--- config.mk ---
export PLATFORM = sky130hd
export DESIGN_NAME = uart_rx_frame
export DESIGN_NICKNAME = d
export VERILOG_FILES = /design/src/rtl/uart_rx_frame.sv
export SDC_FILE = /design/constraint.sdc
export NUM_CORES = 1
export LEC_CHECK = 0
export ABC_AREA = 1
export CELL_PAD_IN_SITES_DETAIL_PLACEMENT = 1
export CELL_PAD_IN_SITES_GLOBAL_PLACEMENT = 2
export CORE_UTILIZATION = 34
export DETAILED_ROUTE_END_ITERATION = 16
export GPL_TIMING_DRIVEN = 0
export PLACE_DENSITY_LB_ADDON = 0.1
export SLEW_MARGIN = 10
export SYNTH_ARGS = -nofsm -noshare
export SYNTH_HDL_FRONTEND = slang
export SYNTH_SLANG_ARGS = --single-unit
--- constraint.sdc ---
create_clock -name clk -period 1.9 [get_ports clk]
set_input_delay 0.475 -clock clk [delete_from_list [all_inputs] [get_ports clk]]
set_output_delay 0.475 -clock clk [all_outputs]
set_load 0.03 [all_outputs]
--- src/rtl/uart_rx_frame.sv ---
// uart_rx_frame: oversampling UART receiver with configurable word width, parity
// and stop bits, plus a valid/ready output register with overrun detection.
module uart_rx_frame #(
    parameter int DATA_BITS  = 16,
    parameter int OS         = 16,
    parameter int PARITY_EN  = 0,
    parameter int PARITY_ODD = 0,
    parameter int STOP_BITS  = 1
) (
    input  logic                 clk,
    input  logic                 reset,
    input  logic                 enable,
    input  logic                 rx,
    input  logic                 rx_tick,
    output logic [DATA_BITS-1:0] rx_data,
    output logic                 rx_valid,
    input  logic                 rx_ready,
    output logic                 parity_err,
    output logic                 frame_err,
    output logic                 overrun,
    output logic                 rx_done,
    output logic                 busy,
    output logic [2:0]           dbg_state
);
    localparam int TW = $clog2(OS);
    localparam int BW = $clog2(DATA_BITS + 1);
    localparam logic [TW-1:0] TICK_MID  = TW'(OS / 2 - 1);
    localparam logic [TW-1:0] TICK_LAST = TW'(OS - 1);
    localparam logic [BW-1:0] DATA_LAST = BW'(DATA_BITS - 1);
    localparam logic [BW-1:0] STOP_LAST = BW'(STOP_BITS - 1);
    localparam logic          ODD       = 1'(PARITY_ODD);

    typedef enum logic [2:0] {
        IDLE      = 3'd0,
        START     = 3'd1,
        DATA      = 3'd2,
        PARITY    = 3'd3,
        STOP      = 3'd4,
        WAIT_HIGH = 3'd5
    } state_t;

    state_t               r_state;
    logic [1:0]           r_sync;
    logic [TW-1:0]        r_tick;
    logic [BW-1:0]        r_bit;
    logic [DATA_BITS-1:0] r_shift;
    logic                 r_par;
    logic                 r_perr;
    logic                 r_ferr;
    logic [DATA_BITS-1:0] r_data;
    logic                 r_valid;
    logic                 r_perr_q;
    logic                 r_ferr_q;
    logic                 r_ovr;
    logic                 r_done;

    logic w_rxs;
    logic w_tick_last;
    logic w_commit;
    logic w_hs;
    logic w_ferr_next;

    assign w_rxs       = r_sync[1];
    assign w_tick_last = rx_tick && (r_tick == TICK_LAST);
    assign w_commit    = enable && (r_state == STOP) && w_tick_last && (r_bit == STOP_LAST);
    assign w_hs        = r_valid && rx_ready;
    assign w_ferr_next = r_ferr | ~w_rxs;

    // Receive FSM; everything here freezes while enable is low.
    always_ff @(posedge clk or posedge reset) begin
        if (reset) begin
            r_state <= IDLE;
            r_sync  <= 2'b11;
            r_tick  <= '0;
            r_bit   <= '0;
            r_shift <= '0;
            r_par   <= 1'b0;
            r_perr  <= 1'b0;
            r_ferr  <= 1'b0;
        end else if (enable) begin
            r_sync <= {r_sync[0], rx};
            case (r_state)
                IDLE: begin
                    if (!w_rxs) begin
                        r_state <= START;
                        r_tick  <= '0;
                    end
                end
                START: begin
                    if (rx_tick) begin
                        if (r_tick == TICK_MID) begin
                            if (w_rxs) begin
                                r_state <= IDLE;
                            end else begin
                                r_state <= DATA;
                                r_tick  <= '0;
                                r_bit   <= '0;
                                r_par   <= 1'b0;
                                r_perr  <= 1'b0;
                                r_ferr  <= 1'b0;
                            end
                        end else begin
                            r_tick <= r_tick + TW'(1);
                        end
                    end
                end
                DATA: begin
                    if (w_tick_last) begin
                        r_tick  <= '0;
                        r_shift <= {w_rxs, r_shift[DATA_BITS-1:1]};
                        r_par   <= r_par ^ w_rxs;
                        if (r_bit == DATA_LAST) begin
                            r_bit   <= '0;
                            r_state <= (PARITY_EN != 0) ? PARITY : STOP;
                        end else begin
                            r_bit <= r_bit + BW'(1);
                        end
                    end else if (rx_tick) begin
                        r_tick <= r_tick + TW'(1);
                    end
                end
                PARITY: begin
                    if (w_tick_last) begin
                        r_tick  <= '0;
                        r_bit   <= '0;
                        r_perr  <= r_par ^ w_rxs ^ ODD;
                        r_state <= STOP;
                    end else if (rx_tick) begin
                        r_tick <= r_tick + TW'(1);
                    end
                end
                STOP: begin
                    if (w_tick_last) begin
                        r_tick <= '0;
                        r_ferr <= w_ferr_next;
                        if (r_bit == STOP_LAST) begin
                            r_bit   <= '0;
                            // A low final stop sample means a break: wait for idle before rearming.
                            r_state <= w_rxs ? IDLE : WAIT_HIGH;
                        end else begin
                            r_bit <= r_bit + BW'(1);
                        end
                    end else if (rx_tick) begin
                        r_tick <= r_tick + TW'(1);
                    end
                end
                WAIT_HIGH: begin
                    if (w_rxs) begin
                        r_state <= IDLE;
                    end
                end
                default: r_state <= IDLE;
            endcase
        end
    end

    // Output register: a commit coinciding with a handshake replaces the held word.
    always_ff @(posedge clk or posedge reset) begin
        if (reset) begin
            r_data   <= '0;
            r_valid  <= 1'b0;
            r_perr_q <= 1'b0;
            r_ferr_q <= 1'b0;
            r_ovr    <= 1'b0;
            r_done   <= 1'b0;
        end else begin
            r_done <= w_commit;
            if (w_commit) begin
                if (!r_valid || w_hs) begin
                    r_data   <= r_shift;
                    r_valid  <= 1'b1;
                    r_perr_q <= r_perr;
                    r_ferr_q <= w_ferr_next;
                    if (w_hs) begin
                        r_ovr <= 1'b0;
                    end
                end else begin
                    r_ovr <= 1'b1;
                end
            end else if (w_hs) begin
                r_valid <= 1'b0;
                r_ovr   <= 1'b0;
            end
        end
    end

    assign rx_data    = r_data;
    assign rx_valid   = r_valid;
    assign parity_err = r_perr_q;
    assign frame_err  = r_ferr_q;
    assign overrun    = r_ovr;
    assign rx_done    = r_done;
    assign busy       = (r_state != IDLE);
    assign dbg_state  = r_state;

endmodule

== Word level (Yosys, flattened, before mapping) ==
Cells that the tools add are included.
Storage, ports and cells
  output and inout bits: 25
  flip-flop bits (word level): 54
  input port bits: 6
Cells by class
  equality and inequality tests: 20
  mux-type cells: 41
  reduce and logical (&&, ||, !) cells: 26
  bitwise operators: 3
  add/subtract/negate cells: 2
Operators by type and width (number)
  5-bit 2-to-1 mux: 8
  3-bit 2-to-1 mux: 10
  4-bit 2-to-1 mux: 5
  5-bit one-hot mux with 4 select lines: 1
  2-bit != test (second input constant): 9
  3-bit one-hot mux with 6 select lines: 1
  6-bit AND reduction: 3
  4-bit one-hot mux with 3 select lines: 1
  1-bit 2-to-1 mux: 11
  10-bit AND reduction: 1
  8-bit AND reduction: 1
  2-bit nonzero test: 4
  3-bit by 2-bit == test with 1-bit output (second input constant): 2
  3-bit == test (second input constant): 2
  1-bit one-hot mux with 2 select lines: 3
  3-bit nonzero test: 2
  5-bit by 1-bit adder with 5-bit output (second input constant): 1
  5-bit by 4-bit == test with 1-bit output (second input constant): 1
  1-bit logical AND: 5
  5-bit zero test: 1
  4-bit by 1-bit adder with 4-bit output (second input constant): 1
  4-bit by 3-bit == test with 1-bit output (second input constant): 1
  4-bit == test (second input constant): 1
  2-bit by 1-bit != test with 1-bit output (second input constant): 2
  other kinds (14): 15

== Depth between registers and ports, before layout ==
Gate-level depths: netlist of run 1.
  word-level depth: 6
  gate-level depth with buffers: 11
  mapped depth without buffers: 11

== Worst setup path before layout of run 1 ==
OpenSTA, ideal clock, no wires.
  path type: register to register
  start point: reg r_state[2], in the netlist dbg_state[2]
  end point: reg r_bit[2]
  setup time: 0.117 ns
  period minus slack after synthesis: 1.656 ns
  setup slack: 0.244 ns
  data required time: 1.783 ns
  arrival: 1.539 ns
  stages on the path, launching flop included: 8
  cells stage by stage: dfrtp_1 > inv_2 > nand2_1 > nand3_1 > nor2_2 > nand2_2 > nand2_1 > nand2_1
Between the ends
  cells in the longest elaborated chain, start to end: 3
  elaborated cells between the ends (all ways): 13
  classes of those cells: 10 x eq/ne; 1 x mux; 2 x reduce/logical
RTL lines
  from (decl): line 42  | state_t r_state;
  from (signal assigned): line 114  | r_state <= (PARITY_EN != 0) ? PARITY : STOP;
  from (signal assigned): line 139  | r_state <= w_rxs ? IDLE : WAIT_HIGH;
  3-bit == test (tied with other cells): line 82  | case (r_state)
  4-bit nonzero test (no source line) or 2-bit != test (tied branches)
  8-bit AND reduction (no source line)
  to (signal assigned): line 116  | r_bit <= r_bit + BW'(1);
  to (signal assigned): line 141  | r_bit <= r_bit + BW'(1);
  to (decl): line 45  | logic [BW-1:0] r_bit;
Several ways; a longest one is shown, not always the timed one.
A chain may end at the register's enable or synchronous reset.

== Worst setup path in the final report of run 1 ==
  start point: reg r_state[1], in the netlist dbg_state[1]
  end point: out dbg_state[1]
RTL lines
  to (decl): line 23  | output logic [2:0] dbg_state
No word-level cell between the ends.

==> impl_metrics.ini, run 1 <==
[outcome]
status = completed

[critical_path]
slowest_stage = clkdlybuf4s50_1
crit_path_start_kind = register
required_ps = 1420
path_buf_inv = 1
rr_startpoint = r_tick[1]$_DFFE_PP0P_
rr_worst_depth = 9
critical_path.top_delay_family = buffers and inverters
crit_type = reg -> out
r2r_slack_ps = 160
critical_path_arrival_ps = 1360
path_depth = 1
cpPeakStageDelay_ps = 680
r2r_end = frame_err$_DFFE_PP0P_
cp_max_fo = 2
worstSetupEndpointType = output pin
path_cells = clkdlybuf4s50_1

[drt]
ant_nets = 0
finalWirelength_um = 6660
drt-initial-drc-count = 53
firstDrtPassIters = 4
num_vias = 2325
drc = 0
wl_per_cell_um = 14.0
detail_route.vias_per_cell = 4.87

[placement]
hpwl_um = 4920
numPortBuffers = 30
dp.cells = 469
gp_congestion = 0.797

[flow_run]
cap_violations = 0

[clock_tree]
insertion_delay_ps = 310
hold_buffers = 0
path_clk_slew_ps = 100
root_buffer = clkbuf_8
htree_levels = 2
cts_sinks = 54
max-clock-path-buffers = 2
numCtsBuffers = 5
tritoncts = yes

[die]
die_area_sq_um = 8620
die-width_um = 92.8
rows = 32
start_util_pct = 35.7
io_pins = 31
core_sq_um = 7850
die_y_um = 92.8

[timing]
slew_headroom_pct = 70.5
period_share_pct = 96.5
hold_viol = 0
setup_viol = 0
rsz0062_at_grt = no
max_freq_mhz = 545
finalMaxSlewViolations = 0
tightest_slew_ps = 442
setup_tns_ps = 0
finClkSkew_ps = 4.56
layout_min_cycle_time_ps = 1830

[logic_synthesis]
yosysTopAreaCellShare_pct = 46.4
synthTopCellsByArea = dfrtp_1 (46%), nand2_1 (14%), nand3_1 (5.4%)
ys_warn_count = 0
synth_fp_nets = 348
synth_seq_area_share_pct = 48.3
syn_area_sq_um = 2810
syn_avg_cell_area_sq_um = 8.35
yosys.area.top_type = dfrtp_1
synth_cell_types = 32
synth_cells = 336
ys_seq_elements = 54

[global_routing]
grt_pass1_vias = 2410
grt_max_degree = 37
antenna_found_initial = 0
grtUsageTotal_pct = 17.3
grt_overflow_total = 0
grt_first_pass_wirelength_um = 11800

[final_layout]
nFillCells = 940
fin_nets = 387
final_cells = 477
diodes = 0
syn2layout_area_growth_pct = 19.4
drive_above_1_share_pct = 18.4

[min_path]
worstHoldPathType = in -> async

[power_and_ir_drop]
power_uw = 3330
power_density_nw_per_um2 = 994
p_leak_uw = 0.00158
ir_worst_vdd_uv = 613
[power breakdown]
part           total (uW)  leakage, uW  internal (uW)  switching [uW]
clock                 638    0.0000362            253             385
sequential           1350     0.000739           1240             108
combinational        1340     0.000804            418             926
total                3330      0.00158           1910            1420
[layout make-up]
class	instances	area, sq um	area share, %
plain buffers	9	72.6	2.17
clock buffers	5	68.8	2.05
clock inverters	2	15.0	0.448
inverters	40	150	4.48
multi-input cells	233	1240	37.0
flip-flops and latches	54	1360	40.5
well taps	102	128	3.81
repair buffers	32	320	9.56
[cells in the mapped netlist, drive strengths merged]
cell and count:
xnor2 1, nand2 114, xor2 2, nand3 32
ha 6, a21oi 4, inv 40, buf 9
dfstp 2, or2 1, dfrtp 52, mux2 1
nand4 4, nor3 2, o21ai 43, nor2 19
nand3b 1, o211ai 3
[worst max path at each step]
stage / slack [ps] / start / end
after floorplan: 110 / reset / dbg_state[0]$_DFFE_PP0P_
after global placement: -1020 / reset / r_bit[3]$_DFFE_PP0P_
after detailed placement: -210 / rx_tick / frame_err$_DFFE_PP0P_
after CTS: -20 / dbg_state[1]$_DFFE_PP0P_ / busy
after global routing: 8 / r_bit[0]$_DFFE_PP0P_ / dbg_state[0]$_DFFE_PP0P_
final: 70 / dbg_state[1]$_DFFE_PP0P_ / dbg_state[1]
[cell families after synthesis]
kind of cell	count (synthesis)	synth area share, %
xor gates and xnor gates	3	0.937
buffers and inverters	49	7.94
AOI/OAI and AO/OA	50	11.5
adders and majority gates	6	2.68
and+or+nand+nor	173	28.3
DFF	54	48.3
muxes	1	0.401
[what timing repair did]
item / 4_1_cts / 5_1_grt
endpoints found under the hold margin: 0 / 0
resized for setup: 5 / 7
setup buffers: 0 / 1
endpoints found under the setup margin: 3 / 44
[layer usage]
layer | share of wire (%) | vias up | GRT usage, %
met3 | 2.1 | 5 | 2.46
met5 | 0 | - | 0
li1 | - | 1146 | -
met4 | 1.0 | 0 | 4.23
met2 | 48 | 27 | 29.4
met1 | 48 | 1147 | 23.0
[through the flow]
| step | hold slack (ps) | util, % | area [sq um] | setup WS (ps) |
|---|---|---|---|---|
| 2_1_floorplan | 458 | - | 2810 | 114 |
| 3_3_place_gp | 464 | 41.2 | 3230 | -1020 |
| 3_5_place_dp | 470 | 41.5 | 3250 | -205 |
| 4_1_cts | 488 | 42.5 | 3340 | -21.9 |
| 5_1_grt | 500 | 42.7 | 3350 | 7.67 |
| 6_report | 479 | 42.7 | 3350 | 66.0 |
[cell usage in the layout, fill, tap and decap left out, types with 7 or more instances in the layout]
| cell type | count |
|---|---|
| nor2_1 | 11 |
| clkdlybuf4s50_1 | 27 |
| nand3_1 | 30 |
| o21ai_0 | 7 |
| nand2_1 | 107 |
| inv_1 | 32 |
| o21ai_1 | 20 |
| o21ai_2 | 16 |
| dfrtp_1 | 50 |
| inv_2 | 8 |
[flip-flops by register name, summed over array words and instances, names as in the netlist]
| name | count |
|---|---|
| r_shift | 16 |
| rx_data | 16 |
| r_bit | 5 |
| r_tick | 4 |
| dbg_state | 3 |
| r_sync | 2 |
| frame_err | 1 |
| overrun | 1 |
| parity_err | 1 |
| r_ferr | 1 |
| r_par | 1 |
| r_perr | 1 |
| rx_done | 1 |
| rx_valid | 1 |
[worst reg2reg max path: stages, from the launching register on]
cell and delay [ps]:
dfrtp_2 440, ha_1 240, nand2_4 90, nor2_8 170
nand2_2 100, nor2_4 120, nand3_4 150, buf_6 210
nand2_1 80, o21ai_2 50
No activity file was read; power rests on OpenSTA's default activity.
==> inputs of run 2 (changes only) <==
--- a/config.mk
+++ b/config.mk
@@ -11,6 +11,7 @@
 export CORE_UTILIZATION = 34
 export DETAILED_ROUTE_END_ITERATION = 16
 export GPL_TIMING_DRIVEN = 0
+export MAX_ROUTING_LAYER = met4
 export PLACE_DENSITY_LB_ADDON = 0.1
 export SLEW_MARGIN = 10
 export SYNTH_ARGS = -nofsm -noshare
==> run 2 against run 1 <==
Die area is the same. Non-clock buffer count is the same. Clock power is essentially flat. Combinational power is essentially flat. Wire length grew 0.26%. Critical endpoint unchanged. Largest power group unchanged.
==> impl_metrics.ini, run 2 (synthesis gave the netlist of run 1 again) <==
[timing]
rsz0062_at_grt = no
finalMaxSlewViolations = 0
setup_slack_ps = 66.3
finClkSkew_ps = 5.16
layout_min_cycle_time_ps = 1830
slew_headroom_pct = 70.1
setup_viol = 0
tightest_slew_ps = 447
max_freq_mhz = 545
period_share_pct = 96.5
hold_viol = 0

[critical_path]
crit_type = reg -> out
worstSetupEndpointType = output pin
required_ps = 1420
r2r_slack_ps = 160
path_buf_inv = 1
path_cells = clkdlybuf4s50_1
rr_startpoint = r_tick[1]$_DFFE_PP0P_
r2r_end = frame_err$_DFFE_PP0P_
critical_path.top_delay_family = buffers and inverters
cpPeakStageDelay_ps = 680
critical_path_arrival_ps = 1360
slowest_stage = clkdlybuf4s50_1
rr_worst_depth = 9
cp_max_fo = 2
crit_path_start_kind = register

[final_layout]
syn2layout_area_growth_pct = 19.4
final_common_cell = nand2_1
regArea_sq_um = 1360
layout_common_cells = nand2_1 (107), dfrtp_1 (50), inv_1 (32), nand3_1 (30), clkdlybuf4s50_1 (27)
multi_input_area_sq_um = 1240
utilization_pct = 42.7
diodes = 0
fin_nets = 387
nFillCells = 940
drive_above_1_share_pct = 18.4

[drt]
firstDrtPassIters = 4
drt-initial-drc-count = 53
finalWirelength_um = 6680
detail_route.vias_per_cell = 4.88
num_vias = 2330
ant_nets = 0
drc = 0
wl_per_cell_um = 14.0

[clock_tree]
insertion_delay_ps = 310
max-clock-path-buffers = 2
root_buffer = clkbuf_8
cts_sinks = 54
hold_buffers = 0
tritoncts = yes
htree_levels = 2
numCtsBuffers = 5
path_clk_slew_ps = 100

[power_and_ir_drop]
p_sw_uw = 1420
p_int_uw = 1910
ir_worst_vdd_uv = 615
p_seq_share_pct = 40.5
power_density_nw_per_um2 = 995
pwr-share-comb_pct = 40.4
p_sw_share_pct = 42.7
p_leak_uw = 0.00158
clkPwrFrac_pct = 19.2

[die]
io_pins = 31
die_area_sq_um = 8620
die-width_um = 92.8
start_util_pct = 35.7
core_sq_um = 7850
die_y_um = 92.8
rows = 32

[flow_run]
cap_violations = 0

[placement]
hpwl_um = 4920
numPortBuffers = 30
gp_congestion = 0.808
pre_cts_ws_ps = -205

[global_routing]
grt_first_pass_wirelength_um = 11800
grt_max_degree = 37
antenna_found_initial = 0
grtUsageTotal_pct = 17.8
grt_overflow_total = 0
grt_pass1_vias = 2411

[min_path]
worstHoldPathType = in -> async

[outcome]
status = completed
## run 2: repair_timing
action | CTS | global route
endpoints found under the setup margin | 3 | 44
setup buffers | 0 | 1
gates resized for setup | 5 | 7
endpoints found under the hold margin | 0 | 0
## run 2: per-stage QoR
stage,TNS (ps),std cells,power (uW),hold slack [ps],area (sq um)
after floorplan,0,336,2320,458,2810
after global placement,-60650,468,2680,464,3230
after detailed placement,-7400,469,2710,470,3250
after CTS,-21.9,476,3350,488,3340
after global routing,0,477,3600,502,3350
final,0,477,3330,481,3350
## run 2: power groups by stage
stage	sequential (uW)	combinational (uW)	clock, uW
finish	1350	1350	639
global placement	1380	1310	0
detailed placement	1380	1330	0
CTS	1350	1320	675
floorplan	1400	916	0
global route	1370	1530	706
## run 2: worst max path at each step
stage	from	endpoint	slack, ps	cells after the start
after detailed placement	rx_tick	frame_err$_DFFE_PP0P_	-210	9
after global placement	reset	r_bit[3]$_DFFE_PP0P_	-1020	2
after floorplan	reset	dbg_state[0]$_DFFE_PP0P_	110	1
after global routing	r_bit[0]$_DFFE_PP0P_	dbg_state[0]$_DFFE_PP0P_	8	11
final	dbg_state[1]$_DFFE_PP0P_	dbg_state[1]	70	1
after CTS	dbg_state[1]$_DFFE_PP0P_	busy	-20	4
## run 2: layout make-up
class | count | area share (%)
sequential | 54 | 40.5
inverter | 40 | 4.48
clock buffer | 5 | 2.05
buffer | 9 | 2.17
clock inverter | 2 | 0.448
timing repair buffer | 32 | 9.56
multi-input combinational | 233 | 37.0
tap | 102 | 3.81
## run 2: routing by layer
layer  global-route usage (%)  share of wire [%]  vias to the layer above
met5                        -                  0                        -
met4                     4.23                1.0                        0
met3                     2.46                2.2                        6
met2                     29.4                 48                       29
met1                     23.0                 49                     1149
li1                         -                  -                     1146
## run 2: worst register-to-register path, delay by kind of cell (launching register included)
family / cells / cell delay (ps)
simple gates: 6 / 710
flops: 1 / 440
fa+ha+maj: 1 / 240
buf+inv: 1 / 210
compound gates: 1 / 50
